File: src/rtl/serial_adder.sv
// Bit-serial WIDTH-bit adder: operands are shifted LSB first through one full-adder
// stage with a registered carry, and the sum is collected into a shift register.
module serial_adder #(
    parameter int WIDTH = 8
) (
    input  logic             clk,
    input  logic             rst,
    input  logic             in_valid,
    output logic             in_ready,
    input  logic [WIDTH-1:0] a,
    input  logic [WIDTH-1:0] b,
    input  logic             cin,
    output logic             out_valid,
    input  logic             out_ready,
    output logic [WIDTH-1:0] sum,
    output logic             cout
);

    localparam int CW = (WIDTH > 1) ? $clog2(WIDTH) : 1;
    localparam logic [CW-1:0] LAST = CW'(WIDTH - 1);

    typedef enum logic [1:0] {
        IDLE = 2'd0,
        RUN  = 2'd1,
        DONE = 2'd2
    } state_t;

    state_t           state_q, state_d;
    logic [WIDTH-1:0] a_sh_q, a_sh_d;
    logic [WIDTH-1:0] b_sh_q, b_sh_d;
    logic [WIDTH-1:0] s_sh_q, s_sh_d;
    logic [WIDTH-1:0] sum_q, sum_d;
    logic [CW-1:0]    count_q, count_d;
    logic             carry_q, carry_d;
    logic             cout_q, cout_d;
    logic             out_valid_q, out_valid_d;

    logic             bit_sum;
    logic             bit_carry;

    assign bit_sum   = a_sh_q[0] ^ b_sh_q[0] ^ carry_q;
    assign bit_carry = (a_sh_q[0] & b_sh_q[0]) | (a_sh_q[0] & carry_q) | (b_sh_q[0] & carry_q);

    always_comb begin
        state_d     = state_q;
        a_sh_d      = a_sh_q;
        b_sh_d      = b_sh_q;
        s_sh_d      = s_sh_q;
        sum_d       = sum_q;
        count_d     = count_q;
        carry_d     = carry_q;
        cout_d      = cout_q;
        out_valid_d = out_valid_q;

        case (state_q)
            IDLE: begin
                if (in_valid) begin
                    a_sh_d  = a;
                    b_sh_d  = b;
                    carry_d = cin;
                    count_d = '0;
                    state_d = RUN;
                end
            end
            RUN: begin
                carry_d = bit_carry;
                s_sh_d  = {bit_sum, s_sh_q[WIDTH-1:1]};
                a_sh_d  = {1'b0, a_sh_q[WIDTH-1:1]};
                b_sh_d  = {1'b0, b_sh_q[WIDTH-1:1]};
                count_d = count_q + CW'(1);
                // The final bit is folded straight into the output register here.
                if (count_q == LAST) begin
                    sum_d       = {bit_sum, s_sh_q[WIDTH-1:1]};
                    cout_d      = bit_carry;
                    out_valid_d = 1'b1;
                    count_d     = '0;
                    state_d     = DONE;
                end
            end
            DONE: begin
                if (out_ready) begin
                    out_valid_d = 1'b0;
                    state_d     = IDLE;
                end
            end
            default: begin
                out_valid_d = 1'b0;
                state_d     = IDLE;
            end
        endcase
    end

    always_ff @(posedge clk) begin
        if (rst) begin
            state_q     <= IDLE;
            a_sh_q      <= '0;
            b_sh_q      <= '0;
            s_sh_q      <= '0;
            sum_q       <= '0;
            count_q     <= '0;
            carry_q     <= 1'b0;
            cout_q      <= 1'b0;
            out_valid_q <= 1'b0;
        end else begin
            state_q     <= state_d;
            a_sh_q      <= a_sh_d;
            b_sh_q      <= b_sh_d;
            s_sh_q      <= s_sh_d;
            sum_q       <= sum_d;
            count_q     <= count_d;
            carry_q     <= carry_d;
            cout_q      <= cout_d;
            out_valid_q <= out_valid_d;
        end
    end

    assign in_ready  = (state_q == IDLE);
    assign out_valid = out_valid_q;
    assign sum       = sum_q;
    assign cout      = cout_q;

endmodule

File: config.mk
export PLATFORM = sky130hd
export DESIGN_NAME = serial_adder
export DESIGN_NICKNAME = d
export VERILOG_FILES = /design/src/rtl/serial_adder.sv
export SDC_FILE = /design/constraint.sdc
export NUM_CORES = 1
export LEC_CHECK = 0
export CAP_MARGIN = 20
export CORE_ASPECT_RATIO = 0.9
export CORE_MARGIN = 5
export CORE_UTILIZATION = 35
export CTS_CLUSTER_DIAMETER = 60
export CTS_CLUSTER_SIZE = 10
export DETAILED_ROUTE_END_ITERATION = 8
export PLACE_DENSITY = 0.69
export SKIP_LAST_GASP = 1
export SYNTH_ARGS = -nofsm -noshare
export SYNTH_HDL_FRONTEND = slang
export SYNTH_SLANG_ARGS = --single-unit
export TNS_END_PERCENT = 1
File: constraint.sdc
create_clock -name clk -period 1.55 [get_ports clk]
set_input_delay 0.31 -clock clk [delete_from_list [all_inputs] [get_ports clk]]
set_output_delay 0.31 -clock clk [all_outputs]
set_load 0.02 [all_outputs]
==> flow_summary.yaml <==
timing:
  tns_ns: 0
  hold-worst-slack_ns: 0.455
  worstMarginPinSlew_ns: 0.378
  period_minus_slack_ns: 1.54
  rsz0062_at_grt: "yes"
  finalClockSkew_ns: 0.00864
  fin_crit_sh: 0.994
  final-setup-viol-count: 0
  drv_slew: 0
  max_freq_mhz: 649
  final-hold-violation-count: 0
  relSlewSlack: 0.747
placement:
  routabilityCongestion: 0.693
  dp.cells: 284
  port_buffers: 31
  dp_hpwl_um: 2260
setup_path:
  crit_path_max_fanout: 2
  cpLargestDelayFamily: "buffers and inverters"
  start_kind: "flip-flop"
  cp-end-kind: "primary output"
  cpMaxStageDelayCell: "clkdlybuf4s50_1"
  worst_ep_required_time_ns: 1.24
  path_cells: "clkdlybuf4s50_1"
  cp.arrival_ns: 1.23
  path_buf_inv: 1
  max_stage_delay_ns: 0.60
  crit_type: "reg2out"
detailed_routing:
  drc: 0
  num_vias: 1381
  viasPerCell: 4.75
  wirelength_um: 3280
  drtIter0Drc: 68
  detail_route.wl_per_cell_um: 11.3
  ant_nets: 0
  dr.pass1.iters: 4
run:
  cap_violations: 0
yosys:
  ys_seq_elements: 39
  synth_cells: 195
  synth.distinct_cells: 28
  avgSynthCellArea_um2: 8.25
  syn-num-nets: 219
  synth_warnings: 0
  yosysSeqAreaShare: 0.486
  syn_area_um2: 1610
grt:
  use_met3: 0.0436
  grt_overflow: 0
  busiest_layer: "met2"
  grt_max_degree: 40
  grt_pass1_wl_um: 5470
  antenna_found_initial: 0
  use_met2: 0.186
  track_usage: 0.119
  grt_use_met1: 0.149
  grt_pass1_vias: 1261
final_layout:
  drive_gt1_frac: 0.109
  antenna_cells: 0
  instances_no_fill: 291
  nNetsFinal: 253
  nFillCells: 456
  areaGrowthSynthToFinish_pct: 30.1
clock_network:
  cts.sinks: 39
  cts_tree: "yes"
  cts_buffer_depth: 2
  h-tree-depth: 2
  clk_pin_slew_ns: 0.08
  cts_made_buffers: 5
  clockRootBuffer: "clkbuf_8"
  clk_latency_ns: 0.29
floorplan:
  rows: 23
  die_y_um: 74.3
  top_level_ports: 32
  core-area_um2: 4460
  die-area_um2: 6050
  initial_utilization: 0.360
  die_w_um: 81.4
power:
  vdd_ir_drop_max_mv: 0.396
  leakage_nw: 0.807
  p_total_mw: 2.02
  pwr_density_cell_nw_per_um2: 964
hold_path:
  hold_class: "reg2reg"
status:
  status: "completed"
[area by class of cell]
class / count / area (um2) / area share
Timing Repair Buffer: 41 / 412 / 0.197
Clock buffer: 6 / 82.6 / 0.0395
Multi-Input combinational cell: 141 / 731 / 0.349
Clock inverter: 1 / 5.00 / 0.00239
Tap cell: 62 / 77.6 / 0.0371
Inverter: 1 / 3.75 / 0.00179
Sequential cell: 39 / 781 / 0.373
[routing by layer]
metal	up-vias	wire length, um
met5	-	0
met4	0	58
met3	5	158
met2	25	1490
met1	631	1580
li1	720	-
[cells in the mapped netlist]
library cell  number  area (um2)
fa_1               1        20.0
buf_4              1        7.51
nor2_2             3        18.8
nand2_1           24        90.1
buf_6              4        45.0
nor3_1             1        5.00
nand3_1            9        45.0
a22oi_1            3        22.5
nor2_4             1        11.3
o21ba_2            1        10.0
buf_1              1        3.75
inv_1              1        3.75
nor4_2             3        37.5
dfxtp_1           39         781
nand3b_1           3        22.5
nor2b_1            2        12.5
nor4_1            12        75.1
o21bai_1           1        7.51
a2bb2oi_1          1        8.76
nor2_1            49         184
or3b_1             1        8.76
clkbuf_1           3        11.3
a21oi_1           20         100
mux2i_1            1        10.0
buf_2              5        25.0
ha_1               2        25.0
o21ai_0            2        10.0
nand2b_1           1        6.26
[worst paths after layout]
path / from / end / slack [ns] / cells past startpoint
setup reg to reg: count_q[0] / sum[5] / 0.14 / 5
setup / recovery: cout / cout / 0.01 / 1
hold / removal: sum[0] / sum[0] / 0.45 / 2
hold reg to reg: sum[0] / sum[0] / 0.45 / 2
[state kept, by name, summed over array words and instances (netlist names)]
name,cells
a_sh_q,8
b_sh_q,8
sum,8
s_sh_q,7
count_q,3
state_q,2
carry_q,1
cout,1
out_valid,1
[stage by stage]
step | util | cell area, um2 | worst slack [ns]
3_5_place_dp | 0.449 | 2000 | -0.0808
6_report | 0.469 | 2090 | 0.00976
2_1_floorplan | - | 1610 | 0.261
4_1_cts | 0.468 | 2090 | -0.0365
5_1_grt | 0.469 | 2090 | -0.0413
3_3_place_gp | 0.449 | 2000 | -0.0535
[placed cells by master (no fill, tap or decap), drive strengths merged, types with 2 or more instances in the layout]
master	netlist	layout
buf	11	10
clkbuf	3	6
nor2	53	53
ha	2	2
o21ai	2	2
nand2	24	24
nand3	9	9
a22oi	3	3
nand3b	3	3
dfxtp	39	39
a21oi	20	20
clkdlybuf4s50	0	29
nor2b	2	2
nor4	15	15
[where the power goes]
group          internal [mW]  leakage, nW  switching, mW
registers               1.05        0.319         0.0273
clock network          0.349       0.0470          0.340
logic                  0.127        0.441          0.126
[cell families after synthesis]
family,after synthesis,share of synthesized area
AND/OR/NAND/NOR,109,0.321
adder cells (fa/ha/maj),3,0.0280
AO/OA/AOI/OAI,28,0.0988
multiplexers,1,0.00623
buffers and inverters,15,0.0599
flip-flops,39,0.486
[repair_timing]
item,4_1_cts,5_1_grt
resized for setup,1,1
hold buffers,0,0
endpoints found under the setup margin,8,15
endpoints found under the hold margin,0,0
pin swaps,0,0
setup buffers,0,0
Note: power is estimated with default switching activity, not from simulation.
